[src/rtl/uart_pkg.sv]
// uart_pkg: shared UART types and default constants
package uart_pkg;
  typedef enum logic [1:0] {IDLE, START, DATA, STOP} tx_state_t;
  localparam int DEF_BAUD_DIV0 = 5208;
  localparam int DEF_BAUD_DIV1 = 2604;
  localparam int DEF_BAUD_DIV2 = 868;
  localparam int DEF_BAUD_DIV3 = 434;
  localparam int UART_FRAME_BITS = 10;
endpackage

[src/rtl/uart_tx_core_fifo.sv]
// sync_fifo: first-word-fall-through synchronous FIFO, power-of-2 depth
module sync_fifo #(
  parameter int WIDTH = 8,
  parameter int DEPTH = 8
) (
  input  logic                     clk,
  input  logic                     rst,
  input  logic                     push,
  input  logic                     pop,
  input  logic [WIDTH-1:0]         wdata,
  output logic [WIDTH-1:0]         rdata,
  output logic                     full,
  output logic                     empty,
  output logic [$clog2(DEPTH):0]   count
);
  localparam int AW = $clog2(DEPTH);
  logic [WIDTH-1:0] mem [DEPTH];
  logic [AW-1:0] wp, rp;
  logic do_push, do_pop;
  assign do_push = push & ~full;
  assign do_pop = pop & ~empty;
  assign full = count == (AW+1)'(DEPTH);
  assign empty = count == '0;
  assign rdata = mem[rp];
  // pointers wrap naturally at DEPTH; count tracks occupancy
  always_ff @(posedge clk)
    if (!rst) begin
      wp <= '0;
      rp <= '0;
      count <= '0;
    end else begin
      if (do_push) wp <= wp + AW'(1);
      if (do_pop) rp <= rp + AW'(1);
      count <= count + (AW+1)'(do_push) - (AW+1)'(do_pop);
    end
  // storage array, no reset needed
  always_ff @(posedge clk)
    if (do_push) mem[wp] <= wdata;
endmodule

[src/rtl/uart_tx_core.sv]
// uart_tx_core: buffered 8N1 UART transmitter with selectable baud divider
module uart_tx_core
  import uart_pkg::*;
#(
  parameter int DEPTH = 8,
  parameter int DIV_W = 16,
  parameter int BAUD_DIV0 = DEF_BAUD_DIV0,
  parameter int BAUD_DIV1 = DEF_BAUD_DIV1,
  parameter int BAUD_DIV2 = DEF_BAUD_DIV2,
  parameter int BAUD_DIV3 = DEF_BAUD_DIV3
) (
  input  logic       clk,
  input  logic       rst,
  input  logic [7:0] wdata,
  input  logic       wen,
  output logic       wready,
  input  logic [1:0] baud,
  input  logic       txen,
  input  logic       txst,
  output logic       busy,
  output logic       busy_en,
  output logic       txf,
  output logic       tx_set,
  output logic       txd
);
  tx_state_t state, state_n;
  logic [DIV_W-1:0] cnt, cnt_n, div, div_n, bdiv;
  logic [7:0] sh, sh_n, rdata;
  logic [2:0] idx, idx_n;
  logic txd_n, busy_n, tx_set_n, push, pop, full, empty, tick, start_ok, load;
  logic [$clog2(DEPTH):0] count;
  sync_fifo #(.WIDTH(8), .DEPTH(DEPTH)) u_fifo (
    .clk(clk), .rst(rst), .push(push), .pop(pop), .wdata(wdata),
    .rdata(rdata), .full(full), .empty(empty), .count(count)
  );
  assign wready = ~full;
  assign txf = full;
  assign push = wen & wready;
  assign bdiv = baud == 2'd0 ? DIV_W'(BAUD_DIV0) : baud == 2'd1 ? DIV_W'(BAUD_DIV1) :
                baud == 2'd2 ? DIV_W'(BAUD_DIV2) : DIV_W'(BAUD_DIV3);
  assign tick = cnt == '0;
  assign start_ok = ~empty & (state == IDLE ? (txen | txst) : txen);
  assign load = start_ok & (state == IDLE | (state == STOP & tick));
  // next-state, bit timing and serial data selection
  always_comb begin
    state_n = state;
    cnt_n = state == IDLE ? cnt : tick ? div - DIV_W'(1) : cnt - DIV_W'(1);
    div_n = div;
    sh_n = sh;
    idx_n = idx;
    txd_n = txd;
    tx_set_n = 1'b0;
    pop = 1'b0;
    case (state)
      START: if (tick) begin
        state_n = DATA;
        txd_n = sh[0];
        sh_n = sh >> 1;
        idx_n = '0;
      end
      DATA: if (tick) begin
        state_n = idx == 3'(UART_FRAME_BITS - 3) ? STOP : DATA;
        txd_n = idx == 3'(UART_FRAME_BITS - 3) ? 1'b1 : sh[0];
        sh_n = sh >> 1;
        idx_n = idx + 3'd1;
      end
      STOP: if (tick & ~load) begin
        state_n = IDLE;
        tx_set_n = count == '0 & ~push;
      end
      default: ;
    endcase
    if (load) begin
      pop = 1'b1;
      state_n = START;
      txd_n = 1'b0;
      div_n = bdiv;
      cnt_n = bdiv - DIV_W'(1);
      sh_n = rdata;
    end
    busy_n = state_n != IDLE;
  end
  // state and registered outputs
  always_ff @(posedge clk)
    if (!rst) begin
      state <= IDLE;
      cnt <= '0;
      div <= '0;
      sh <= '0;
      idx <= '0;
      txd <= 1'b1;
      busy <= 1'b0;
      busy_en <= 1'b0;
      tx_set <= 1'b0;
    end else begin
      state <= state_n;
      cnt <= cnt_n;
      div <= div_n;
      sh <= sh_n;
      idx <= idx_n;
      txd <= txd_n;
      busy <= busy_n;
      busy_en <= busy_n ^ busy;
      tx_set <= tx_set_n;
    end
endmodule

[config.mk]
export PLATFORM = sky130hd
export DESIGN_NAME = uart_tx_core
export DESIGN_NICKNAME = d
export VERILOG_FILES = /design/src/rtl/uart_pkg.sv /design/src/rtl/uart_tx_core_fifo.sv /design/src/rtl/uart_tx_core.sv
export SDC_FILE = /design/constraint.sdc
export NUM_CORES = 1
export LEC_CHECK = 0
export ABC_AREA = 1
export BUFFER_PORTS_ARGS = -buffer_cell sky130_fd_sc_hd__buf_2
export CORE_AREA = 5 5 143 91
export CTS_CLUSTER_SIZE = 10
export DETAILED_ROUTE_END_ITERATION = 16
export DIE_AREA = 0 0 148 96
export HOLD_SLACK_MARGIN = 0.1
export PLACE_DENSITY = 0.65
export SYNTH_ARGS = -nofsm -noshare
export SYNTH_HDL_FRONTEND = slang
export SYNTH_SLANG_ARGS = --single-unit
[constraint.sdc]
create_clock -name clk -period 4.09 [get_ports clk]
set_input_delay 0.818 -clock clk [delete_from_list [all_inputs] [get_ports clk]]
set_output_delay 0.818 -clock clk [all_outputs]
set_load 0.01 [all_outputs]
==> results of run 1 <==
[cells in the mapped netlist, drive strengths merged]
master,count
nor2,78
a21o,1
nor4,1
o31ai,1
o221ai,10
o21a,1
a211oi,3
o21bai,4
mux2i,10
a32o,1
a221oi,1
clkinv,2
o22ai,4
inv,57
and2,1
edfxtp,64
buf,10
nand3,36
a21oi,44
dfxtp,55
ha,22
fa,1
xor2,4
a32oi,1
nand4,2
o21ai,45
a31oi,8
nor3,1
nand3b,1
clkbuf,12
nand2,119
[state kept, by name, indices dropped and copies added, names as in the netlist, named ones only]
signal and count:
busy 1, busy_en 1, cnt 16, div 9
idx 3, sh 8, state 2, tx_set 1
txd 1, u_fifo.count 4, u_fifo.mem 64, u_fifo.rp 3
u_fifo.wp 3
[critical path: stages (launching register included)]
cell	delay, ps
dfxtp_1	330
nor2_1	140
nand2_2	110
nor2_4	190
nand3_1	160
nand2_1	100
nand2_2	60
inv_2	430
ha_1	340
inv_1	50
ha_1	140
inv_1	70
fa_1	380
xor2_1	170
nor2_1	50
[kinds of logic after synthesis]
group	synth area share
simple gates	0.185
xor+xnor	0.00625
flops	0.539
fa+ha+maj	0.0527
buf+inv	0.0616
compound gates	0.137
mux	0.0178
[stage by stage]
step | hold WS (ps) | worst slack (ps) | util | std cells | instance area, um2
3_3_place_gp | 452 | 1240 | 0.500 | 750 | 5800
3_5_place_dp | 455 | 1140 | 0.500 | 750 | 5800
5_1_grt | 482 | 1000 | 0.548 | 781 | 6360
4_1_cts | 464 | 1250 | 0.548 | 781 | 6360
6_report | 465 | 1240 | 0.548 | 781 | 6360
2_1_floorplan | 433 | 1410 | - | 600 | 5610
[routing by layer]
metal / global-route usage / vias up / wire, um
met4: 0.0538 / 0 / 118
li1: - / 2092 / -
met2: 0.269 / 162 / 5300
met1: 0.278 / 2067 / 6360
met3: 0.0551 / 13 / 1020
met5: 0 / - / 0
[path summary, 6_finish.rpt]
check / depth (start not counted) / startpoint / to / slack (ps)
setup / recovery: 14 / cnt[15]$_SDFFE_PN0P_ / u_fifo.count[2]$_SDFF_PN0_ / 1240
hold / removal: 2 / div[8]$_SDFFE_PN0N_ / div[8]$_SDFFE_PN0N_ / 470
setup reg to reg: 14 / cnt[15]$_SDFFE_PN0P_ / u_fifo.count[2]$_SDFF_PN0_ / 1240
hold reg to reg: 2 / div[8]$_SDFFE_PN0N_ / div[8]$_SDFFE_PN0N_ / 470
[power by group]
| part | total (mW) | switching (mW) | internal, mW |
|---|---|---|---|
| Clock | 1.38 | 0.542 | 0.834 |
| Combinational | 1.96 | 1.32 | 0.644 |
| Sequential | 1.63 | 0.150 | 1.48 |
[area by class of cell]
cell class                      instances  area, um2
Clock buffer                           17        425
Clock inverter                         14        131
Sequential cell                       119       3020
Fill cell                            1010       5240
Multi-Input combinational cell        400       2240
Inverter                               59        224
Tap cell                              148        185
Timing Repair Buffer                   24        130
==> results.md, run 1 <==
- Syn_nets: 638
- RSZ-0062 raised after global routing: false
- Worst setup SP type: register
- Final min period: between 2000 and 3000 ps
- Yosys Warn Count: 0
- Layout cell share with drive strength beyond 1: 0.133
- P&R area growth vs syn: 13.4%
- Row count: 31
- Number of CTS-inserted buffers: 17
- Post-synthesis sequential area ratio: 0.539
- Quantity of hold-fixing buffers added after cts: 0
- CTS tree: done
- CTS resizes: 0
- Worst endpoint data arrival time: 3130 ps
- Hold crit path type: register to register
- Vias per inst: about 5.5
- Final setup fails: 0
- Vias: 4,334
- Number of diodes: 0
- Required time of the worst setup path: 4370 ps
- Longest Clk Path Bufs: 2
- Final Hold Viols: 0
- Clock root buffer: clkbuf_16
- Largest net degree at the start of global routing: 36
- Overall routed net length: roughly 13,000 um
- VDD IR max: 0.364 mV
- Routed WL per cell: 16.4 um
- Max-cap viol count: 0
- GRT Resource Usage Total: 0.188
- Core area: 11,600 um2
- First-iteration detailed-routing DRC count: between 400 and 500
- Gate Count Post-Synth: 600
- Rel. slew slack: 0.318
- Post-synthesis cell area: 5610 um2
- Placer Congestion: just under 0.9
- CP Capture Type: register
- # clock sinks: 119
- Num ports: 21
- Synth area leader: edfxtp_1
- Total Die Area: 14,200 um2
- Initial antenna violation count: 0
- Drc violations: 0
- Commonest non-fill, non-tap cell in the layout: nand2_1
- FMAX: 351 MHz
- DIE HEIGHT: 96 um
- Die W: 148 um
- Worst Tran Pin Value: 1020 ps
- Reg clk slew, reported paths: 60 ps
- Skew final: roughly 10 ps
- Post-CTS Setup Repair Bufs: 0
- IO buf count: 20
- WS Path Type: register to register
- Pwr per Cell Area: 782 nW/um2
- Status: finished, final reports clean
- Nets: 659
- Vias in the first global route: 3,966
- Number of H-tree levels: 4
- First-pass GRT wire length: 20,500 um
- Setup TNS: 0 ps
- Synth top area share: 0.343
- Post-DRT Antenna Nets: 0
- Tot Pwr: slightly below 5 mW
- Clock Latency Late Sink: 410 ps
- GRT Residual Overflow: 0
- Most frequent cells in the layout: 114 x nand2_1, 67 x nor2_1, 64 x edfxtp_1
- Drt pass-1 iters: 5
- Worst-path fanout max: 30
- Final Cycle Share: 0.697
- Area contributors post-synth: edfxtp_1 34%, dfxtp_1 20%, nand2_1 7.6%, ha_1 4.9%, nor2_1 4.5%
- Detail Placement HPWL: 8650 um
- #FFs+latches synth: 119
- Slew Limit Fails: 0
- Syn avg cell area: 9.35 um2
- Netlist cell types: 46
- Initial Util: 0.484
- LEAKAGE: 2.52 nW
(Power assumes the default switching activity.)
==> run 2, diff against run 1 <==
Settings changed: ABC_AREA 1 to 0, CORE_AREA 5 5 143 91 to 5 5 142 90, DIE_AREA 0 0 148 96 to 0 0 147 95.
Clock period 4.09 ns to 2.65 ns, I/O delays scaled along.
==> results.md, run 2 <==
- Status: finished, final reports clean
- Final setup fails: 0
- Worst setup SP type: register
- Syn avg cell area: 11.5 um2
- # fillers: ~950
- Hold crit path type: input port to register
- Detail Placement HPWL: 8390 um
- Pwr per Cell Area: 1200 nW/um2
- Most frequent cell after synthesis: edfxtp_1
- Compound-Gate Fraction of Synth Area: 0.129
- First-pass GRT wire length: between 15,000 and 20,000 um
- Synth cell count leaders: 64 x edfxtp_1, 55 x dfxtp_1, 46 x nand2_1, 35 x nor2_1, 26 x a21oi_1
- Synth Area in XOR/XNOR: 0.0256
- Synth area leader: edfxtp_1
- Drc violations: 0
- Netlist cell types: 60
- FFs w/ async S/R, synth: 0
- Total Die Area: 14,000 um2
- #FFs+latches synth: 119
- Largest Register: u_fifo.mem
- Multiplexer share of the synthesized area: 0.0714
- Initial antenna violation count: 0
- DIE HEIGHT: 95 um
- Worst endpoint data arrival time: 2840 ps
- GRT Resource Usage Total: 0.184
- Tot Pwr: around 7.9 mW
- Adder-Cell Fraction of Synth Area: 0.0540
- LEAKAGE: 2.34 nW
- Reg clk slew, reported paths: 60 ps
- Worst Tran Pin Value: 844 ps
- Worst Hold Path EP: u_fifo.mem[2][6]$_DFFE_PP_
- RSZ-0062 raised after global routing: true
- Final Util: 0.570
- Number of diodes: 0
- FF-to-FF path depth: 13
- Layout cell share with drive strength beyond 1: 0.259
- Die W: 147 um
- Max-cap viol count: 0
- Worst-path fanout max: 4
- Row count: 31
- Number of H-tree levels: 4
- Hold Path Depth: 1
- Final Instance Area: 6560 um2
- P&R area growth vs syn: 20.0%
- EDFF count, synth: 64
- Required time of the worst setup path: 2930 ps
- Overall routed net length: 12,300 um
- Yosys Warn Count: 0
- WS Path Type: register to register
- Post-DRT Antenna Nets: 0
- Nets: 554
- Worst min-delay path startpoint: wdata[6]
- Initial Util: 0.475
- Simple-gate share of the synthesized area: 0.130
- Final min period: 2560 ps
- # clock sinks: ~120
- Gate Count Post-Synth: 474
- CTS tree: done
- Synth top area share: 0.351
- Routed WL per cell: 18.1 um
- Vias in the first global route: approximately 3,800
- First-iteration detailed-routing DRC count: around 320
- Clock root buffer: clkbuf_16
- Number of CTS-inserted buffers: 17
- Placed instance area: 5890 um2
- Commonest non-fill, non-tap cell in the layout: edfxtp_1
- Final Cycle Share: 0.968
- Area contributors post-synth: edfxtp_1 35%, dfxtp_1 20%, mux4_2 6.6%, ha_1 5.0%, nand2_1 3.2%
- Post-synthesis sequential area ratio: 0.553
- Most frequent cells in the layout: 64 x edfxtp_1, 49 x dfxtp_1, 46 x nand2_1
- FF-to-FF setup slack: about 86 ps
- FMAX: ~400 MHz
- Clock Latency Late Sink: 410 ps
- GRT Residual Overflow: 0
- Placer Congestion: approximately 0.9
- Slew Limit Fails: 0
- Core area: roughly 12,000 um2
- IO buf count: 20
- VDD IR max: 0.620 mV
- Final Worst Setup Slack: 85.9 ps
- Reg2reg start: state[1]$_SDFF_PN0_
- Combinational family with the most area after synthesis: simple AND/OR/NAND/NOR gates
- Num ports: 21
- CP Capture Type: register
- Rel. slew slack: 0.435
- Post-synthesis cell area: 5470 um2
- Skew final: 9.21 ps
- Most used DFF post-synth: edfxtp_1
- Final Hold Viols: 0
- Vias per inst: approximately 5.7
- Worst R2R End: u_fifo.count[2]$_SDFF_PN0_
- Largest net degree at the start of global routing: 40
- Drt pass-1 iters: 5
- Syn_nets: 512
- Top Registers: u_fifo.mem (64), cnt (16), div (9)
- DP Worst Slack: -12.9 ps
- Vias: 3,890
- Longest Clk Path Bufs: 2
- Max FFs per register: 64
-- run 2: cell types whose count changed in the layout (fill, tap and decap cells not counted), sizes merged, moves of 16 or more --
cell	before	now
o21ai	45	10
nor2	78	35
a21oi	44	26
mux4	0	16
inv	58	23
buf	24	53
nand3	36	19
nand2	119	46
-- run 2: layout make-up --
| type | count | area, um2 | share of cell area |
|---|---|---|---|
| Inverter | 18 | 67.6 | 0.0103 |
| Timing Repair Buffer | 53 | 348 | 0.0530 |
| Tap cell | 148 | 185 | 0.0282 |
| Sequential cell | 119 | 3030 | 0.462 |
| Clock inverter | 15 | 145 | 0.0221 |
| Multi-Input combinational cell | 307 | 2360 | 0.360 |
| Clock buffer | 17 | 425 | 0.0648 |
-- run 2: where the power goes --
part           total, mW  switching [mW]  internal (mW)
Clock               2.19           0.879           1.31
Combinational       3.12            1.74           1.39
Sequential          2.58           0.286           2.29
-- run 2: critical path, stage by stage (launching register included) --
cell and delay [ps]:
dfxtp_1 340, inv_2 110, ha_4 160, a21o_1 150
nand3_2 90, o41a_1 470, inv_2 100, ha_4 200
inv_2 60, ha_4 130, inv_2 40, fa_2 380
xor2_1 150, nor2_1 50
-- run 2: what timing repair did --
action                     4_1_cts  5_1_grt
resized for setup                1       24
setup endpoints to repair        1        4
setup buffers                    0        2
hold buffers                     0        0
pin swaps                        1        6
gates cloned                     0        0
-- run 2: per-stage QoR --
stage / hold slack [ps] / setup TNS [ps] / instances
after CTS: 381 / 0 / 675
after global routing: 388 / -30.4 / 677
after detailed placement: 457 / -12.9 / 643
after global placement: 456 / 0 / 643
after floorplan: 436 / -30.1 / 474
final: 390 / 0 / 677
-- run 2: worst max-delay path by stage --
| stage | cells after the start | slack [ps] | start | to |
|---|---|---|---|---|
| 5_1_grt | 11 | -30 | cnt[10]$_SDFFE_PN0P_ | u_fifo.count[2]$_SDFF_PN0_ |
| 6_report | 13 | 90 | state[1]$_SDFF_PN0_ | u_fifo.count[2]$_SDFF_PN0_ |
| 2_1_floorplan | 15 | -30 | u_fifo.count[2]$_SDFF_PN0_ | u_fifo.count[2]$_SDFF_PN0_ |
| 3_5_place_dp | 13 | -10 | u_fifo.count[2]$_SDFF_PN0_ | u_fifo.count[2]$_SDFF_PN0_ |
| 4_1_cts | 13 | 30 | u_fifo.count[2]$_SDFF_PN0_ | u_fifo.count[2]$_SDFF_PN0_ |
| 3_3_place_gp | 13 | 70 | u_fifo.count[2]$_SDFF_PN0_ | u_fifo.count[2]$_SDFF_PN0_ |
-- run 2: cell families after synthesis --
family                   count (synthesis)
flip-flops                             119
XOR/XNOR                                16
AO/OA/AOI/OAI                          102
buffers and inverters                   48
multiplexers                            19
AND/OR/NAND/NOR                        147
adder cells (fa/ha/maj)                 23
-- run 2: metal layers --
layer / share of wire / GRT usage / up-vias / routed length (um)
met2: 0.43 / 0.260 / 112 / 5240
met4: 0.011 / 0.0698 / 0 / 134
met1: 0.51 / 0.275 / 1899 / 6240
met3: 0.052 / 0.0432 / 17 / 638
met5: 0 / 0 / - / 0
li1: - / - / 1862 / -
==> run 3, diff against run 2 <==
Settings changed: CORE_AREA 5 5 142 90 to 5 5 132 84, CTS_BUF_LIST set to sky130_fd_sc_hd__clkbuf_16, DIE_AREA 0 0 147 95 to 0 0 137 89, PLACE_DENSITY 0.65 to 0.74.
==> results.md, run 3 (synthesis results as in run 2) <==
- Status: finished, final reports clean
- Number of CTS-inserted buffers: 17
- First-pass GRT wire length: 19,900 um
- Rel. slew slack: 0.549
- Crit-path slowest cell: o41a_1
- Drc violations: 0
- WS Path Type: register to register
- Initial antenna violation count: 0
- Overall routed net length: 12,300 um
- Largest net degree at the start of global routing: 40
- Routed WL per cell: between 15 and 20 um
- Vias per inst: 6.02
- GRT Resource Usage Total: 0.217
- Placed instance area: slightly below 6000 um2
- Clock Latency Late Sink: 410 ps
- GRT Residual Overflow: 0
- Core area: 9630 um2
- Final Hold Viols: 0
- Detail Placement HPWL: 8200 um
- Hold crit path type: input port to register
- CP Capture Type: register
- Nets: between 500 and 600
- Tot Pwr: 7.60 mW
- Final setup fails: 0
- Drt pass-1 iters: 5
- Number of H-tree levels: 4
- Longest Clk Path Bufs: 2
- FF-to-FF setup slack: 90 ps
- VDD IR max: 0.608 mV
- Num ports: 21
- Pwr per Cell Area: roughly 1200 nW/um2
- Final Cycle Share: 0.965
- CTS tree: done
- Required time of the worst setup path: 2930 ps
- Worst Tran Pin Value: 677 ps
- Vias: about 4,000
- Slew Limit Fails: 0
- Final Instance Area: 6420 um2
- P&R area growth vs syn: 17.5%
- Number of diodes: 0
- LEAKAGE: 2.32 nW
- Die W: 137 um
- Largest Register: u_fifo.mem
- Worst setup SP type: register
- Crit-path max cell delay: 440 ps
- FMAX: 391 MHz
- # clock sinks: 119
- Final min period: between 2000 and 3000 ps
- Setup TNS: 0 ps
- Initial Util: 0.568
- Layout cell share with drive strength beyond 1: 0.216
- Total Die Area: 12,200 um2
- Clock root buffer: clkbuf_16
- Max FFs per register: between 60 and 70
- Row count: 28
- Reg clk slew, reported paths: 50 ps
- Skew final: 7.91 ps
- Worst-path fanout max: 3
- Top Registers: u_fifo.mem (64), cnt (16), div (9)
- Commonest non-fill, non-tap cell in the layout: edfxtp_1
- Post-DRT Antenna Nets: 0
- IO buf count: 20
- Most frequent cells in the layout: 64 x edfxtp_1, 54 x dfxtp_1, 46 x nand2_1
- Max-cap viol count: 0
- Worst endpoint data arrival time: 2830 ps
- DIE HEIGHT: 89 um
- CP Cell Sequence: inv_2 > ha_2 > or3b_4 > nand3_2 > o41a_1 > inv_2 > ha_2 > inv_1 > ha_1 > a21o_1 > a21oi_2 > xnor2_1 > nor2_1
- First-iteration detailed-routing DRC count: 314
- Vias in the first global route: 3,826
- Placer Congestion: 0.878
run 3: cell types whose count changed in the layout (fill, tap and decap cells not counted), sizes merged:
cell      delta
buf          -4
clkinvlp     -3
inv          +2
run 3: per-stage QoR:
stage               std cells   util  setup WS [ps]  hold slack, ps
detailed placement        626  0.606           60.2             462
floorplan                 474      -          -30.1             436
global route              659  0.667          -13.6             397
CTS                       657  0.659           44.1             386
global placement          626  0.606            133             452
finish                    659  0.667           93.2             396
run 3: worst paths after layout:
| check | startpoint | end | cells past startpoint |
|---|---|---|---|
| max | u_fifo.count[2]$_SDFF_PN0_ | u_fifo.count[3]$_SDFF_PN0_ | 13 |
| min | wdata[7] | u_fifo.mem[5][7]$_DFFE_PP_ | 1 |
| max reg2reg | u_fifo.count[2]$_SDFF_PN0_ | u_fifo.count[3]$_SDFF_PN0_ | 13 |
| min reg2reg | busy$_SDFF_PN0_ | busy_en$_SDFF_PN0_ | 2 |
run 3: what timing repair did:
action	4_1_cts	5_1_grt
setup endpoints to repair	0	5
gates resized for setup	0	17
buffers inserted	0	2
hold buffers	0	0
run 3: layer usage:
layer,vias up,routed length (um),track usage
met4,0,193,0.0770
li1,1849,-,-
met2,189,5280,0.313
met5,-,0,0
met1,1906,5820,0.317
met3,21,1030,0.0591
run 3: final cells by class:
class	count	area, um2
fillers	688	3210
well taps	135	169
multi-input cells	307	2340
clock buffers	17	425
flip-flops and latches	119	3020
inverters	18	67.6
clock inverters	14	82.6
repair buffers	49	318
run 3: power breakdown:
group / total, mW / internal (mW) / leakage, nW / switching [mW]
Combinational: 3.04 / 1.32 / 1.02 / 1.72
Sequential: 2.61 / 2.29 / 1.03 / 0.314
Clock: 1.96 / 1.24 / 0.273 / 0.726
Total: 7.60 / 4.84 / 2.32 / 2.76
run 3: worst max-delay path, delay by kind of cell (launching register included):
kind,cells,cell delay [ps]
AO/OA/AOI/OAI,3,790
XOR/XNOR,1,130
adder cells (fa/ha/maj),3,640
buffers and inverters,3,180
flip-flops,1,320
AND/OR/NAND/NOR,3,360
